--- src/rtl/sift_pkg.sv ---
// Shared SIFT types: DoG pixel width/type, extrema FSM states, 3x3 neighbour offset table.
// Latency: n/a (types and pure functions only).
// Backpressure: n/a.
package sift_pkg;

    // DoG pixels are signed 9-bit; the DoG writer uses the same width.
    localparam int DOG_W = 9;

    typedef logic signed [DOG_W-1:0] dog_pix_t;

    typedef enum logic [1:0] {
        IDLE = 2'd0,
        READ = 2'd1,
        EMIT = 2'd2
    } ext_state_t;

    // Neighbour offsets in raster order, (-1,-1) .. (1,1); entry 4 is the centre column.
    function automatic logic signed [1:0] off_dy(input logic [3:0] i);
        case (i)
            4'd0, 4'd1, 4'd2: off_dy = -2'sd1;
            4'd3, 4'd4, 4'd5: off_dy = 2'sd0;
            default:          off_dy = 2'sd1;
        endcase
    endfunction

    function automatic logic signed [1:0] off_dx(input logic [3:0] i);
        case (i)
            4'd0, 4'd3, 4'd6: off_dx = -2'sd1;
            4'd1, 4'd4, 4'd7: off_dx = 2'sd0;
            default:          off_dx = 2'sd1;
        endcase
    endfunction

endpackage

--- src/rtl/dog_neighbour_cmp.sv ---
// Running is_max/is_min flags for one candidate pixel against its neighbours from three scales.
// Latency: flags register on i_upd; o_keep is the combinational post-update survival flag.
// Backpressure: none; updates only when the controller pulses i_upd.
//
// Ports: clk, rst_in (sync active-low); i_init sets both flags; i_upd folds in one sample of
// i_prev/i_curr/i_next against centre i_c; i_is_centre skips the curr-scale compare (that is c
// itself); o_keep = (next is_max) | (next is_min).
module dog_neighbour_cmp
    import sift_pkg::*;
(
    input  logic                    clk,
    input  logic                    rst_in,
    input  logic                    i_init,
    input  logic                    i_upd,
    input  logic signed [DOG_W-1:0] i_c,
    input  logic signed [DOG_W-1:0] i_prev,
    input  logic signed [DOG_W-1:0] i_curr,
    input  logic signed [DOG_W-1:0] i_next,
    input  logic                    i_is_centre,
    output logic                    o_keep
);

    logic r_is_max;
    logic r_is_min;
    logic w_max_ok;
    logic w_min_ok;
    logic w_nxt_max;
    logic w_nxt_min;

    // Strict compares: any neighbour equal to c kills the corresponding flag.
    assign w_max_ok  = (i_c > i_prev) && (i_c > i_next) && (i_is_centre || (i_c > i_curr));
    assign w_min_ok  = (i_c < i_prev) && (i_c < i_next) && (i_is_centre || (i_c < i_curr));
    assign w_nxt_max = r_is_max && w_max_ok;
    assign w_nxt_min = r_is_min && w_min_ok;
    assign o_keep    = w_nxt_max || w_nxt_min;

    always_ff @(posedge clk) begin
        if (!rst_in) begin
            r_is_max <= 1'b0;
            r_is_min <= 1'b0;
        end else if (i_init) begin
            r_is_max <= 1'b1;
            r_is_min <= 1'b1;
        end else if (i_upd) begin
            r_is_max <= w_nxt_max;
            r_is_min <= w_nxt_min;
        end
    end

endmodule

--- src/rtl/dog_extrema.sv ---
// Scans interior pixels of the curr DoG level and emits 3x3x3 extrema above a contrast threshold.
// Latency: 3 cycles per read (2-cycle BRAM + sample); 3..30 cycles per pixel plus EMIT.
// Backpressure: kp_valid/kp_x/kp_y held in EMIT until kp_ready; scan stalls meanwhile.
//
// Ports: clk, rst_in (sync active-low), start (pulse, IDLE only); address -> all three BRAMs;
// prev_pix/curr_pix/next_pix <- BRAM data; kp_valid/kp_ready/kp_x/kp_y keypoint handshake;
// busy (start..done), done (1-cycle pulse), state_num (debug 0 IDLE/1 READ/2 EMIT).
module dog_extrema
    import sift_pkg::*;
#(
    parameter int DIMENSION       = 64,
    parameter int CONTRAST_THRESH = 3
)
(
    input  logic                                   clk,
    input  logic                                   rst_in,
    input  logic                                   start,
    output logic [$clog2(DIMENSION*DIMENSION)-1:0] address,
    input  logic signed [DOG_W-1:0]                prev_pix,
    input  logic signed [DOG_W-1:0]                curr_pix,
    input  logic signed [DOG_W-1:0]                next_pix,
    output logic                                   kp_valid,
    input  logic                                   kp_ready,
    output logic [$clog2(DIMENSION)-1:0]           kp_x,
    output logic [$clog2(DIMENSION)-1:0]           kp_y,
    output logic                                   busy,
    output logic                                   done,
    output logic [1:0]                             state_num
);

    localparam int              AW   = $clog2(DIMENSION*DIMENSION);
    localparam int              CW   = $clog2(DIMENSION);
    localparam logic [DOG_W:0]  C_TH = (DOG_W+1)'(CONTRAST_THRESH);

    ext_state_t      r_state;
    logic [CW-1:0]   r_x;
    logic [CW-1:0]   r_y;
    logic [1:0]      r_cnt;
    logic [3:0]      r_idx;
    dog_pix_t        r_c;
    logic [AW-1:0]   r_addr;
    logic            r_kp_vld;
    logic [CW-1:0]   r_kp_x;
    logic [CW-1:0]   r_kp_y;
    logic            r_busy;
    logic            r_done;

    logic [DOG_W:0]  w_c_ext;
    logic [DOG_W:0]  w_abs;
    logic            w_low;
    logic            w_sample;
    logic            w_init;
    logic            w_nbr_upd;
    logic            w_is_centre;
    logic            w_keep;
    logic            w_advance;
    logic            w_wrap;
    logic            w_last;
    logic [CW-1:0]   w_nx;
    logic [CW-1:0]   w_ny;

    function automatic logic [AW-1:0] f_addr(input logic [CW-1:0]   fx,
                                             input logic [CW-1:0]   fy,
                                             input logic signed [1:0] fdx,
                                             input logic signed [1:0] fdy);
        logic [AW-1:0] row;
        logic [AW-1:0] col;
        // Offsets are sign-extended; interior centres keep the sum non-negative.
        row = AW'(fy) + AW'(fdy);
        col = AW'(fx) + AW'(fdx);
        return row * AW'(DIMENSION) + col;
    endfunction

    // |c| in one extra bit so that -256 maps to 256 rather than wrapping.
    assign w_c_ext   = {curr_pix[DOG_W-1], curr_pix};
    assign w_abs     = curr_pix[DOG_W-1] ? (~w_c_ext + (DOG_W+1)'(1)) : w_c_ext;
    assign w_low     = (w_abs < C_TH);

    // BRAM data for the held address is valid on the third cycle of each read.
    assign w_sample    = (r_state == READ) && (r_cnt == 2'd2);
    assign w_init      = w_sample && (r_idx == 4'd0) && !w_low;
    assign w_nbr_upd   = w_sample && (r_idx != 4'd0);
    assign w_is_centre = (r_idx == 4'd5);

    assign w_advance = (w_sample && (r_idx == 4'd0) && w_low)
                    || (w_nbr_upd && !w_keep)
                    || ((r_state == EMIT) && r_kp_vld && kp_ready);

    assign w_wrap = (r_x == CW'(DIMENSION-2));
    assign w_last = w_wrap && (r_y == CW'(DIMENSION-2));
    assign w_nx   = w_wrap ? CW'(1) : r_x + CW'(1);
    assign w_ny   = w_wrap ? r_y + CW'(1) : r_y;

    dog_neighbour_cmp u_cmp (
        .clk         (clk),
        .rst_in      (rst_in),
        .i_init      (w_init),
        .i_upd       (w_nbr_upd),
        .i_c         (r_c),
        .i_prev      (prev_pix),
        .i_curr      (curr_pix),
        .i_next      (next_pix),
        .i_is_centre (w_is_centre),
        .o_keep      (w_keep)
    );

    always_ff @(posedge clk) begin
        if (!rst_in) begin
            r_state  <= IDLE;
            r_x      <= CW'(1);
            r_y      <= CW'(1);
            r_cnt    <= 2'd0;
            r_idx    <= 4'd0;
            r_c      <= '0;
            r_addr   <= '0;
            r_kp_vld <= 1'b0;
            r_kp_x   <= '0;
            r_kp_y   <= '0;
            r_busy   <= 1'b0;
            r_done   <= 1'b0;
        end else begin
            r_done <= 1'b0;
            case (r_state)
                IDLE: begin
                    if (start) begin
                        r_state <= READ;
                        r_busy  <= 1'b1;
                        r_x     <= CW'(1);
                        r_y     <= CW'(1);
                        r_addr  <= AW'(DIMENSION + 1);
                        r_cnt   <= 2'd0;
                        r_idx   <= 4'd0;
                    end
                end
                READ: begin
                    if (!w_sample) begin
                        r_cnt <= r_cnt + 2'd1;
                    end else if (r_idx == 4'd0) begin
                        if (!w_low) begin
                            r_c    <= curr_pix;
                            r_idx  <= 4'd1;
                            r_addr <= f_addr(r_x, r_y, off_dx(4'd0), off_dy(4'd0));
                            r_cnt  <= 2'd0;
                        end
                    end else if (w_keep) begin
                        if (r_idx == 4'd9) begin
                            r_state  <= EMIT;
                            r_kp_vld <= 1'b1;
                            r_kp_x   <= r_x;
                            r_kp_y   <= r_y;
                        end else begin
                            // idx k samples table entry k-1, so the next read uses entry r_idx.
                            r_idx  <= r_idx + 4'd1;
                            r_addr <= f_addr(r_x, r_y, off_dx(r_idx), off_dy(r_idx));
                            r_cnt  <= 2'd0;
                        end
                    end
                end
                EMIT: begin
                    if (kp_ready) begin
                        r_kp_vld <= 1'b0;
                    end
                end
                default: r_state <= IDLE;
            endcase

            // Shared pixel-end path: rejects, completed scans and keypoint handshakes.
            if (w_advance) begin
                r_cnt <= 2'd0;
                r_idx <= 4'd0;
                if (w_last) begin
                    r_state <= IDLE;
                    r_busy  <= 1'b0;
                    r_done  <= 1'b1;
                    r_addr  <= '0;
                    r_x     <= CW'(1);
                    r_y     <= CW'(1);
                end else begin
                    r_state <= READ;
                    r_x     <= w_nx;
                    r_y     <= w_ny;
                    r_addr  <= f_addr(w_nx, w_ny, 2'sd0, 2'sd0);
                end
            end
        end
    end

    assign address   = r_addr;
    assign kp_valid  = r_kp_vld;
    assign kp_x      = r_kp_x;
    assign kp_y      = r_kp_y;
    assign busy      = r_busy;
    assign done      = r_done;
    assign state_num = r_state;

endmodule

--- config.mk ---
export PLATFORM = sky130hd
export DESIGN_NAME = dog_extrema
export DESIGN_NICKNAME = d
export VERILOG_FILES = /design/src/rtl/sift_pkg.sv /design/src/rtl/dog_neighbour_cmp.sv /design/src/rtl/dog_extrema.sv
export SDC_FILE = /design/constraint.sdc
export NUM_CORES = 1
export LEC_CHECK = 0
export CAP_MARGIN = 20
export CELL_PAD_IN_SITES_DETAIL_PLACEMENT = 0
export CELL_PAD_IN_SITES_GLOBAL_PLACEMENT = 2
export CORE_MARGIN = 1.5
export CORE_UTILIZATION = 31
export CTS_BUF_LIST = sky130_fd_sc_hd__clkbuf_8
export DETAILED_ROUTE_END_ITERATION = 8
export PLACE_DENSITY = 0.88
export SLEW_MARGIN = 15
export SYNTH_ARGS = -nofsm -noshare
export SYNTH_HDL_FRONTEND = slang
export SYNTH_SLANG_ARGS = --single-unit
--- constraint.sdc ---
create_clock -name clk -period 4.3 [get_ports clk]
set_input_delay 0.645 -clock clk [delete_from_list [all_inputs] [get_ports clk]]
set_output_delay 0.645 -clock clk [all_outputs]
set_load 0.01 [all_outputs]
==> summary.txt, run 1 <==
Yosys
  – Asr flop ratio synth: 0%
  – Synth Instances: just under 600
  – Ys flop type: dfxtp_1
  – Compound-Gate Fraction of Synth Area: 20.1%
  – Seq/Total Area, Yosys: roughly a quarter
  – Yosys cell types: 60
  – Post-synthesis simple-gate area fraction: around a fifth
  – Post-synth top cells: 60 x ha_1, 58 x dfxtp_1, 54 x nor2_1, 49 x a21oi_1, 49 x inv_1
  – Most common cell in the netlist: ha_1
  – Synth top area cells: dfxtp_1 25%, ha_1 16%, a21oi_1 5.3%, mux2i_1 4.7%, nor2_1 4.3%
  – Synth Area in Adders: roughly 18%
  – Post-synth top area cell: dfxtp_1
  – Largest family of logic cells by synthesized area: compound AO/OA/AOI/OAI gates
  – Synth warn: 0
  – Number of flops mapped to enable cells by yosys: 0
  – Synth Register Bits: between 50 and 60
  – Top-area cell type share of the netlist area: about a quarter
  – Xor/xnor share of the synthesized area: between 6 and 7%
  – Mapped Area: 4670 um2
  – Post-synthesis mux area share: 4.72%
  – Syn_nets: 680
  – Average cell area after synthesis: ~8.0 um2

Placed design
  – PortBufs: 59
  – Placed cells: 828
  – Pre-CTS setup slack: -0.161 ns
  – Detailed placement HPWL: between 10 and 15 mm
  – Routability cong.: roughly 0.84

Layout
  – Fin nets: roughly 760
  – Multi-input logic area: 3280 um2
  – Util after Layout: 40.9%
  – Layout cells sized above 1: about an eighth
  – Fin cells: between 800 and 900
  – # diodes: 0
  – Number of fill cells in the layout: about 1500
  – Area growth syn-to-layout: 27.9%
  – FF+latch area: approximately 1200 um2

STA
  – Final hold slack: 0.453 ns
  – Clk_skew: between 0.01 and 0.015 ns
  – Fin. max-slew vios: 0
  – Worst-Margin Slew: ~0.93 ns
  – Hold Vio Cnt, Final: 0
  – Final worst path period need: roughly 4.2 ns
  – RSZ-0062 raised after global routing: yes
  – Setup violators final: 0
  – Setup TNS: 0 ns
  – Worst slew margin: 37.8%
  – Max Fclk: about 240 MHz
  – Final Cycle Share: 98.8%
  – Setup ws final: roughly 0.053 ns

Clock tree
  – Longest Clk Path Bufs: 2
  – CTS clk-pin slew, worst paths: approximately 0.08 ns
  – CTS Sinks: 58
  – Clock Tree Root: clkbuf_8
  – # H-tree levels: 3
  – Clk Latency, worst-skew pair: 0.35 ns
  – Num CTS Buffers: 9
  – TritonCTS clock tree: built
  – CTS hold repair buffers: 0

Route
  – 1st-iter DRT viols: 240
  – Drt via density: roughly 5.2
  – Vias: roughly 4400
  – Final ANT Viol Nets: 0
  – WL/cell: 16.1 um
  – Final WL: about 14 mm
  – Drt drc: 0
  – Router iterations before antenna repair: 5

Outcome
  – Outcome: finished clean

Critical path
  – CP Data Required Time: roughly 4.6 ns
  – Critical R2R Capture: address[11]$_SDFFE_PN0P_
  – Reg2Reg Setup Slack: roughly 0.053 ns
  – Critical path type: register to register
  – CP delay by family, top: compound AO/OA/AOI/OAI gates
  – Worst R2R Path Depth: 23
  – Startpoint types: register
  – Worst setup path startpoint: r_idx[1]$_SDFFE_PP0P_
  – Crit path top cell by count: a21oi_2
  – Critical register-to-register path startpoint: r_idx[1]$_SDFFE_PP0P_
  – CP Capture Type: register
  – CP peak stage delay: 0.50 ns
  – Slowest stage cell, crit path: or4b_4
  – Crit path buffers/inverters: 2
  – CP Cell Sequence: inv_2, ha_4, or4b_4, a21o_1, ha_4, fa_2, a21oi_2, nor2_1, nor2_2, inv_1, a21oi_2, nor2_1, nor2_1, xnor2_1, ha_2, a21o_1, a21oi_2, o21bai_1, a21oi_2, xnor2_2, a22oi_1, or3b_1, a311oi_2
  – CP Max Fanout: 4
  – CP Data Arrival Time: around 4.5 ns

Run
  – Max Cap Viol: 0

Die
  – Row cnt: 44
  – Core area: ~15000 um2
  – Top Ports: 60
  – Die area: 15800 um2
  – Die W: 126 um
  – Initial Util: a little under a third
  – DIE HEIGHT: approximately 130 um

Hold path
  – Worst hold endpoint: busy$_SDFF_PN0_
  – Hold WC Path Type: register to register
  – Hold Startpoint: busy$_SDFF_PN0_
  – Worst Hold Depth: 2

Power and ir drop
  – Peak VDD IR: ~0.00016 V
  – Pwr/cell area: about 240 nW/um2
  – Leakage: ~2.5 nW

Global route
  – Antenna violations before repair: 0
  – Gr usage total: between 15 and 20%
  – Largest net degree at the start of global routing: 25
  – Aggregate global routing overflow: 0
  – Vias in the first global route: 4311
  – First-pass GRT wire length: 22.7 mm
layout make-up:
cell class | instances | area share (%)
Clock inverter | 4 | 1.26
Multi-Input combinational cell | 448 | 54.9
Clock buffer | 11 | 2.54
Inverter | 49 | 3.12
Timing Repair Buffer | 94 | 14.8
Tap cell | 184 | 3.86
Sequential cell | 58 | 19.5
cell families after synthesis:
| family | Yosys count |
|---|---|
| compound gates | 145 |
| xor+xnor | 33 |
| fa+ha+maj | 64 |
| buf+inv | 79 |
| flops | 58 |
| mux | 22 |
| simple gates | 184 |
how the worst max path moves through the flow:
| stage | end | slack (ns) | cells after the start |
|---|---|---|---|
| after floorplan | address[11]$_SDFFE_PN0P_ | 0.004 | 23 |
| after global placement | address[11]$_SDFFE_PN0P_ | -0.07 | 23 |
| after detailed placement | address[11]$_SDFFE_PN0P_ | -0.16 | 23 |
| after CTS | address[11]$_SDFFE_PN0P_ | 0.08 | 23 |
| after global routing | address[11]$_SDFFE_PN0P_ | -0.18 | 23 |
| final | address[11]$_SDFFE_PN0P_ | 0.05 | 23 |
flip-flops by register name, summed over array words and instances, names as in the netlist:
register	cells
done	1
busy	1
r_c	9
r_y	6
r_cnt	2
kp_valid	1
kp_y	6
r_x	6
address	12
u_cmp.r_is_max	1
state_num	2
u_cmp.r_is_min	1
kp_x	6
r_idx	4
worst register-to-register path, stage by stage (launching register included):
cell      delay [ns]
dfxtp_2         0.36
inv_2           0.06
ha_4            0.16
or4b_4          0.50
a21o_1          0.19
ha_4            0.17
fa_2            0.39
a21oi_2         0.12
nor2_1          0.07
nor2_2          0.13
inv_1           0.06
a21oi_2         0.11
nor2_1          0.05
nor2_1          0.11
xnor2_1         0.08
ha_2            0.18
a21o_1          0.16
a21oi_2         0.15
o21bai_1        0.09
a21oi_2         0.20
xnor2_2         0.10
a22oi_1         0.12
or3b_1          0.37
a311oi_2        0.23
metal layers:
metal | part of all wire [%] | up-vias | global-route usage [%]
met5 | 0 | - | 0
li1 | - | 2231 | -
met1 | 46 | 2062 | 23.0
met2 | 50 | 84 | 31.5
met3 | 4.3 | 7 | 3.57
met4 | 0.48 | 0 | 3.61
power by group:
part	switching (mW)	internal [mW]	leakage (nW)
logic	0.157	0.148	1.97
registers	0.00997	0.547	0.471
clock network	0.238	0.355	0.108
total	0.405	1.05	2.55
cell usage in the layout, fill, tap and decap left out, drive strengths merged, types with 6 or more instances in the layout:
master         Yosys  routed
a21o               9       9
a21oi             49      49
a31oi              8       8
buf                7      35
clkbuf            23      11
clkdlybuf4s50      0      59
dfxtp             58      58
ha                60      60
inv               49      49
mux2i             22      22
nand2             22      22
nand2b             7       7
nand3             37      37
nand4              7       7
nor2              55      55
nor2b              8       8
nor3              20      20
o211ai             6       6
o21a               8       8
o21ai             29      29
xnor2             22      22
xor2              11      11
repair_timing:
| item | CTS | global route |
|---|---|---|
| setup endpoints to repair | 3 | 5 |
| gates resized for setup | 9 | 8 |
| pin swaps | 19 | 14 |
| endpoints found under the hold margin | 0 | 0 |
| setup buffers | 3 | 2 |
metrics by stage:
step | instance area (um2) | power [mW]
after floorplan | 4690 | 0.740
after global placement | 5630 | 0.852
after detailed placement | 5640 | 0.858
after CTS | 5920 | 1.46
after global routing | 5970 | 1.53
final | 5970 | 1.45
Power figures use the tool's default switching activity.
==> run 2: changes to the inputs <==
CORE_MARGIN = unset   (was 1.5)
CTS_CLUSTER_SIZE = 16   (was unset)
MAX_ROUTING_LAYER = met4   (was unset)
==> run 2 against run 1 <==
Die area shrank 1.6%; clock skew shrank 0.0027 ns; power grew 3.1%; critical path depth is the same; global-route usage grew 0.88 points; flip-flop and latch count is the same; combinational power grew 18%; critical path type unchanged; highest routed layer unchanged.
==> summary.txt, run 2 (synthesis results as in run 1) <==
Outcome
  – Outcome: finished clean (unchanged)

Power and ir drop
  – Switching power: 0.427 mW (was 0.405 mW)
  – Register share of total power: 37.1% (was 38.3%)
  – Clock share of power: 38.8% (was 40.7%)
  – Power, Total: 1.50 mW (was 1.45 mW)
  – Leakage: 2.64 nW (was 2.55 nW)
  – Combinational share of power: 24.0% (was 21.0%)
  – Pint: 1.07 mW (was 1.05 mW)
  – Pwr/cell area: 242 nW/um2 (was 244 nW/um2)
  – Switching Share: 28.5% (was 27.8%)
  – Peak VDD IR: 0.000210 V (was 0.000159 V)

Clock tree
  – Longest Clk Path Bufs: 2 (unchanged)
  – TritonCTS clock tree: built (unchanged)
  – # H-tree levels: 3 (unchanged)
  – CTS clk-pin slew, worst paths: 0.08 ns (about the same)
  – CTS Sinks: 58 (unchanged)
  – Clk Latency, worst-skew pair: 0.35 ns (about the same)
  – CTS hold repair buffers: 0 (unchanged)
  – Clock Tree Root: clkbuf_8 (unchanged)
  – Num CTS Buffers: 9 (unchanged)

Layout
  – Util after Layout: 42.4% (was 40.9%)
  – Most frequent cells in the layout: 59 x clkdlybuf4s50_1, 56 x dfxtp_1, 52 x nor2_1, 52 x ha_1, 47 x inv_1 (was 59 x clkdlybuf4s50_1, 57 x ha_1, 56 x dfxtp_1)
  – # diodes: 0 (unchanged)
  – Area growth syn-to-layout: 32.6% (was 27.9%)
  – Design Area, Final: 6190 um2 (was 5970 um2)
  – Number of fill cells in the layout: 1458 (was 1461)
  – Layout cells sized above 1: 15.8% (was 12.2%)
  – Most common cell after layout, fill and taps aside: clkdlybuf4s50_1 (unchanged)
  – Max FFs per register: 12 (unchanged)
  – Fin nets: 769 (was 755)

Route
  – 1st-iter DRT viols: 210 (was 240)
  – Vias: 4552 (was 4384)
  – Drt drc: 0 (unchanged)
  – Final ANT Viol Nets: 0 (unchanged)
  – Drt via density: 5.27 (was 5.17)
  – Final WL: 14.2 mm (was 13.6 mm)
  – Router iterations before antenna repair: 5 (unchanged)
  – WL/cell: 16.5 um (was 16.1 um)

Run
  – Max Cap Viol: 0 (unchanged)

Critical path
  – Crit path to: address[11]$_SDFFE_PN0P_ (unchanged)
  – Critical path type: register to register (unchanged)
  – CP Data Arrival Time: 4.55 ns (was 4.51 ns)
  – CP Capture Type: register (unchanged)
  – CP Max Fanout: 5 (was 4)
  – Worst R2R Path Depth: 23 (unchanged)
  – Worst setup path startpoint: r_idx[0]$_SDFFE_PP0P_ (was r_idx[1]$_SDFFE_PP0P_)
  – Reg2Reg Setup Slack: 0.02 ns (was 0.05 ns)
  – Startpoint types: register (unchanged)
  – Critical register-to-register path startpoint: r_idx[0]$_SDFFE_PP0P_ (was r_idx[1]$_SDFFE_PP0P_)
  – CP Data Required Time: 4.57 ns (about the same)
  – Critical R2R Capture: address[11]$_SDFFE_PN0P_ (unchanged)

Global route
  – Aggregate global routing overflow: 0 (unchanged)
  – Antenna violations before repair: 0 (unchanged)
  – Vias in the first global route: 4447 (was 4311)
  – Gr usage total: 18.9% (was 18.0%)
  – First-pass GRT wire length: 22.9 mm (was 22.7 mm)
  – Largest net degree at the start of global routing: 28 (was 25)

Die
  – DIE HEIGHT: 125 um (was 126 um)
  – Top Ports: 60 (unchanged)
  – Initial Util: 32.0% (unchanged)
  – Die W: 125 um (was 126 um)
  – Die area: 15500 um2 (was 15800 um2)
  – Core area: 14600 um2 (unchanged)
  – Row cnt: 44 (unchanged)

STA
  – RSZ-0062 raised after global routing: yes (unchanged)
  – Final hold slack: 0.451 ns (was 0.453 ns)
  – Fin. max-slew vios: 0 (unchanged)
  – Final Cycle Share: 99.6% (was 98.8%)
  – Worst-Margin Slew: 0.879 ns (was 0.932 ns)
  – Worst slew margin: 41.4% (was 37.8%)
  – Hold Vio Cnt, Final: 0 (unchanged)
  – Setup violators final: 0 (unchanged)
  – Final worst path period need: 4.28 ns (was 4.25 ns)
  – Max Fclk: 234 MHz (was 235 MHz)
  – Clk_skew: 0.0101 ns (was 0.0128 ns)

Placed design
  – Detailed placement HPWL: 10.7 mm (was 10.6 mm)
  – Placed Area: 5600 um2 (was 5640 um2)
  – Routability cong.: 0.870 (was 0.844)
  – PortBufs: 59 (unchanged)

Hold path
  – Hold WC Path Type: register to register (unchanged)
run 2: cell types whose count changed in the layout (fill, tap and decap cells not counted), sizes merged:
cell,previous run,this run
clkbuf,11,10
inv,49,50
clkinv,0,1
buf,35,49
run 2: worst min-delay path by stage:
| stage | cells after the start | to | startpoint |
|---|---|---|---|
| global route | 2 | busy$_SDFF_PN0_ | busy$_SDFF_PN0_ |
| finish | 2 | busy$_SDFF_PN0_ | busy$_SDFF_PN0_ |
| global placement | 2 | busy$_SDFF_PN0_ | busy$_SDFF_PN0_ |
| CTS | 2 | busy$_SDFF_PN0_ | busy$_SDFF_PN0_ |
| floorplan | 2 | u_cmp.r_is_min$_SDFFE_PN0P_ | u_cmp.r_is_min$_SDFFE_PN0P_ |
| detailed placement | 2 | busy$_SDFF_PN0_ | busy$_SDFF_PN0_ |
run 2: metrics by stage:
stage,setup WS [ns],TNS (ns),cells
after detailed placement,-0.187,-0.283,826
final,0.0193,0,863
after floorplan,0.00440,0,585
after global placement,-0.0664,-0.131,826
after CTS,-0.0234,-0.0455,862
after global routing,-0.189,-0.356,863
run 2: layout make-up:
class / count / area, um2 / share of cell area, %
clock buffer: 10 / 138 / 2.22
timing repair buffer: 108 / 1000 / 16.2
inverter: 49 / 186 / 3.01
tap: 184 / 230 / 3.72
clock inverter: 6 / 88.8 / 1.44
sequential: 58 / 1170 / 18.9
multi-input combinational: 448 / 3370 / 54.5
run 2: worst max-delay path, cell delays in order, from the launching register on:
cell	delay, ns
dfxtp_4	0.40
inv_4	0.05
ha_4	0.15
or4b_4	0.50
a21o_1	0.22
ha_4	0.17
fa_2	0.36
a21oi_2	0.15
nor2_2	0.04
nor2_2	0.13
inv_1	0.07
a21oi_2	0.13
nor2_1	0.05
nor2_1	0.11
xnor2_1	0.08
ha_2	0.18
a21o_1	0.18
a21oi_2	0.13
o21bai_1	0.10
a21oi_2	0.20
xnor2_2	0.09
a22oi_1	0.15
or3b_1	0.38
a311oi_2	0.19
run 2: power groups by stage:
stage,logic [mW],clock network (mW),registers [mW]
after global routing,0.393,0.619,0.558
after floorplan,0.170,0,0.570
final,0.361,0.582,0.557
after CTS,0.326,0.599,0.557
after detailed placement,0.288,0,0.569
after global placement,0.280,0,0.569
run 2: routing by layer:
layer	wire, um	up-vias	part of all wire [%]	global-route usage (%)
met5	0	-	0	-
met3	592	24	4.2	3.09
met4	364	0	2.6	6.24
li1	-	2259	-	-
met2	7010	109	49	31.3
met1	6280	2160	44	23.1
run 2: repair_timing:
| action | 4_1_cts | 5_1_grt |
|---|---|---|
| pin swaps | 6 | 13 |
| buffers inserted | 20 | 1 |
| gates resized for setup | 2 | 44 |
| setup endpoints to repair | 3 | 6 |
| endpoints found under the hold margin | 0 | 0 |
==> run 3: changes to the inputs <==
CORE_ASPECT_RATIO = 1.4   (was unset)
==> run 3 against run 2 <==
Core utilization shrank 0.65 points; flip-flop and latch count is the same; the run now ends with setup timing left; register-to-register slack lost 0.02 ns; worst hold slack gained 0.00073 ns; final area shrank 1.6%; non-clock buffer count shrank 1; maximum frequency shrank 0.53%; power shrank 5.2%; die area is essentially flat.
==> summary.txt, run 3 (synthesis results as in run 1) <==
Outcome
  – Outcome: finished, violations left (was finished clean)
  – Violated checks: setup timing

Die
  – Top Ports: 60 (unchanged)
  – DIE HEIGHT: 147 um (was 125 um)
  – Initial Util: 32.0% (about the same)
  – Row cnt: 52 (was 44)
  – Die W: 106 um (was 125 um)
  – Core area: 14600 um2 (about the same)
  – Die area: 15600 um2 (was 15500 um2)

STA
  – Clk_skew: 0.0110 ns (was 0.0101 ns)
  – Setup ws final: -0.00337 ns (was 0.0193 ns)
  – Max Fclk: 232 MHz (was 234 MHz)
  – Final worst path period need: 4.30 ns (was 4.28 ns)
  – Fin. max-slew vios: 0 (unchanged)
  – Final Cycle Share: 100% (was 99.6%)
  – Worst-Margin Slew: 0.973 ns (was 0.879 ns)
  – RSZ-0062 raised after global routing: yes (unchanged)
  – Setup violators final: 1 (was 0)
  – Worst slew margin: 35.1% (was 41.4%)
  – Setup TNS: -0.00337 ns (was 0 ns)
  – Hold Vio Cnt, Final: 0 (unchanged)

Global route
  – Aggregate global routing overflow: 0 (unchanged)
  – Gr usage total: 20.0% (was 18.9%)
  – First-pass GRT wire length: 23.6 mm (was 22.9 mm)
  – Vias in the first global route: 4750 (was 4447)
  – Antenna violations before repair: 0 (unchanged)
  – Largest net degree at the start of global routing: 31 (was 28)

Layout
  – Most common cell after layout, fill and taps aside: clkdlybuf4s50_1 (unchanged)
  – Layout cells sized above 1: 15.2% (was 15.8%)
  – Fin nets: 768 (was 769)
  – # diodes: 0 (unchanged)
  – Most frequent cells in the layout: 59 x clkdlybuf4s50_1, 56 x dfxtp_1, 53 x nor2_1, 53 x ha_1, 47 x inv_1 (was 59 x clkdlybuf4s50_1, 56 x dfxtp_1, 52 x nor2_1, 52 x ha_1, 47 x inv_1)
  – Area growth syn-to-layout: 30.5% (was 32.6%)
  – Max FFs per register: 12 (unchanged)
  – Util after Layout: 41.8% (was 42.4%)

Critical path
  – CP Capture Type: register (unchanged)
  – Crit path top cell by count: buf_4 (was a21oi_2)
  – CP Max Fanout: 5 (unchanged)
  – CP peak stage delay: 0.37 ns (was 0.50 ns)
  – Critical path type: register to register (unchanged)
  – Startpoint types: register (unchanged)
  – CP Data Arrival Time: 4.59 ns (was 4.55 ns)
  – Slowest stage cell, crit path: dfxtp_4 (was or4b_4)
  – CP Data Required Time: 4.58 ns (was 4.57 ns)

Route
  – Router iterations before antenna repair: 5 (unchanged)
  – Drt drc: 0 (unchanged)
  – Drt via density: 5.29 (was 5.27)
  – Vias: 4584 (was 4552)
  – WL/cell: 16.6 um (was 16.5 um)
  – 1st-iter DRT viols: 224 (was 210)
  – Final ANT Viol Nets: 0 (unchanged)
  – Final WL: 14.4 mm (was 14.2 mm)

Clock tree
  – Clock Tree Root: clkbuf_8 (unchanged)
  – Clk Latency, worst-skew pair: 0.36 ns (was 0.35 ns)
  – Longest Clk Path Bufs: 2 (unchanged)
  – CTS hold repair buffers: 0 (unchanged)
  – CTS clk-pin slew, worst paths: 0.08 ns (about the same)
  – TritonCTS clock tree: built (unchanged)
  – CTS Sinks: 58 (unchanged)
  – # H-tree levels: 3 (unchanged)
  – Num CTS Buffers: 9 (unchanged)

Hold path
  – Hold WC Path Type: register to register (unchanged)

Power and ir drop
  – Combinational share of power: 23.5% (was 24.0%)
  – Register share of total power: 39.1% (was 37.1%)
  – Clock share of power: 37.4% (was 38.8%)
  – Leakage: 2.60 nW (was 2.64 nW)
  – Switching Share: 30.7% (was 28.5%)
  – Peak VDD IR: 0.000120 V (was 0.000210 V)
  – Pwr/cell area: 234 nW/um2 (was 242 nW/um2)
  – Pint: 0.986 mW (was 1.07 mW)
  – Switching power: 0.436 mW (was 0.427 mW)

Placed design
  – PortBufs: 59 (unchanged)
  – Routability cong.: 0.865 (was 0.870)
  – Detailed placement HPWL: 10.8 mm (was 10.7 mm)

Run
  – Max Cap Viol: 0 (unchanged)
## run 3: cell types whose count changed in the layout (fill, tap and decap cells not counted), sizes merged
cell	before	now
clkinv	1	2
buf	49	48
bufinv	2	1
clkinvlp	2	3
clkbuf	10	9
## run 3: layer usage
| layer | part of all wire (%) | track usage (%) | wire length (um) | up-vias |
|---|---|---|---|---|
| met1 | 39 | 19.9 | 5680 | 2165 |
| met5 | 0 | - | 0 | - |
| met4 | 5.1 | 11.7 | 736 | 0 |
| met2 | 52 | 36.2 | 7470 | 118 |
| li1 | - | - | - | 2256 |
| met3 | 3.7 | 3.11 | 530 | 45 |
## run 3: final timing paths
| kind | cells past startpoint | startpoint | end | slack [ns] |
|---|---|---|---|---|
| min reg2reg | 2 | busy$_SDFF_PN0_ | busy$_SDFF_PN0_ | 0.45 |
| max reg2reg | 30 | r_idx[1]$_SDFFE_PP0P_ | address[4]$_SDFFE_PN0P_ | -0.003 |
| max | 30 | r_idx[1]$_SDFFE_PP0P_ | address[4]$_SDFFE_PN0P_ | -0.003 |
| min | 2 | busy$_SDFF_PN0_ | busy$_SDFF_PN0_ | 0.45 |
## run 3: repair_timing
action                                  CTS  global route
pin swaps                                20            19
gates cloned                              0             0
setup buffers                            20             1
gates resized for setup                   5            27
endpoints found under the setup margin    3             4
## run 3: through the flow
step / setup WS (ns) / hold slack [ns] / total power, mW / area [um2] / cells
final: -0.00337 / 0.452 / 1.42 / 6090 / 867
after global routing: -0.164 / 0.487 / 1.49 / 6090 / 867
after CTS: -0.00984 / 0.456 / 1.42 / 5970 / 867
after detailed placement: -0.161 / 0.445 / 0.853 / 5600 / 831
after global placement: -0.0642 / 0.440 / 0.848 / 5600 / 831
after floorplan: 0.00440 / 0.447 / 0.740 / 4690 / 585
## run 3: area by class of cell
type                            count  area, um2
Timing Repair Buffer              107        962
Fill cell                        1518       8490
Tap cell                          189        236
Clock inverter                      7       78.8
Sequential cell                    58       1170
Multi-Input combinational cell    448       3330
Clock buffer                        9        124
Inverter                           49        189
## run 3: critical path, delay by kind of cell (launching register included)
family	cells	cell delay [ns]
xor gates and xnor gates	1	0.16
DFF	1	0.37
buffers and inverters	19	2.23
and+or+nand+nor	5	0.70
AOI/OAI and AO/OA	3	0.36
adders and majority gates	2	0.43
## run 3: power by group through the flow
stage | clock network [mW] | registers, mW | logic [mW]
6_report | 0.532 | 0.556 | 0.334
5_1_grt | 0.563 | 0.558 | 0.367
4_1_cts | 0.539 | 0.557 | 0.321
3_5_place_dp | 0 | 0.569 | 0.283
3_3_place_gp | 0 | 0.569 | 0.279
2_1_floorplan | 0 | 0.570 | 0.170
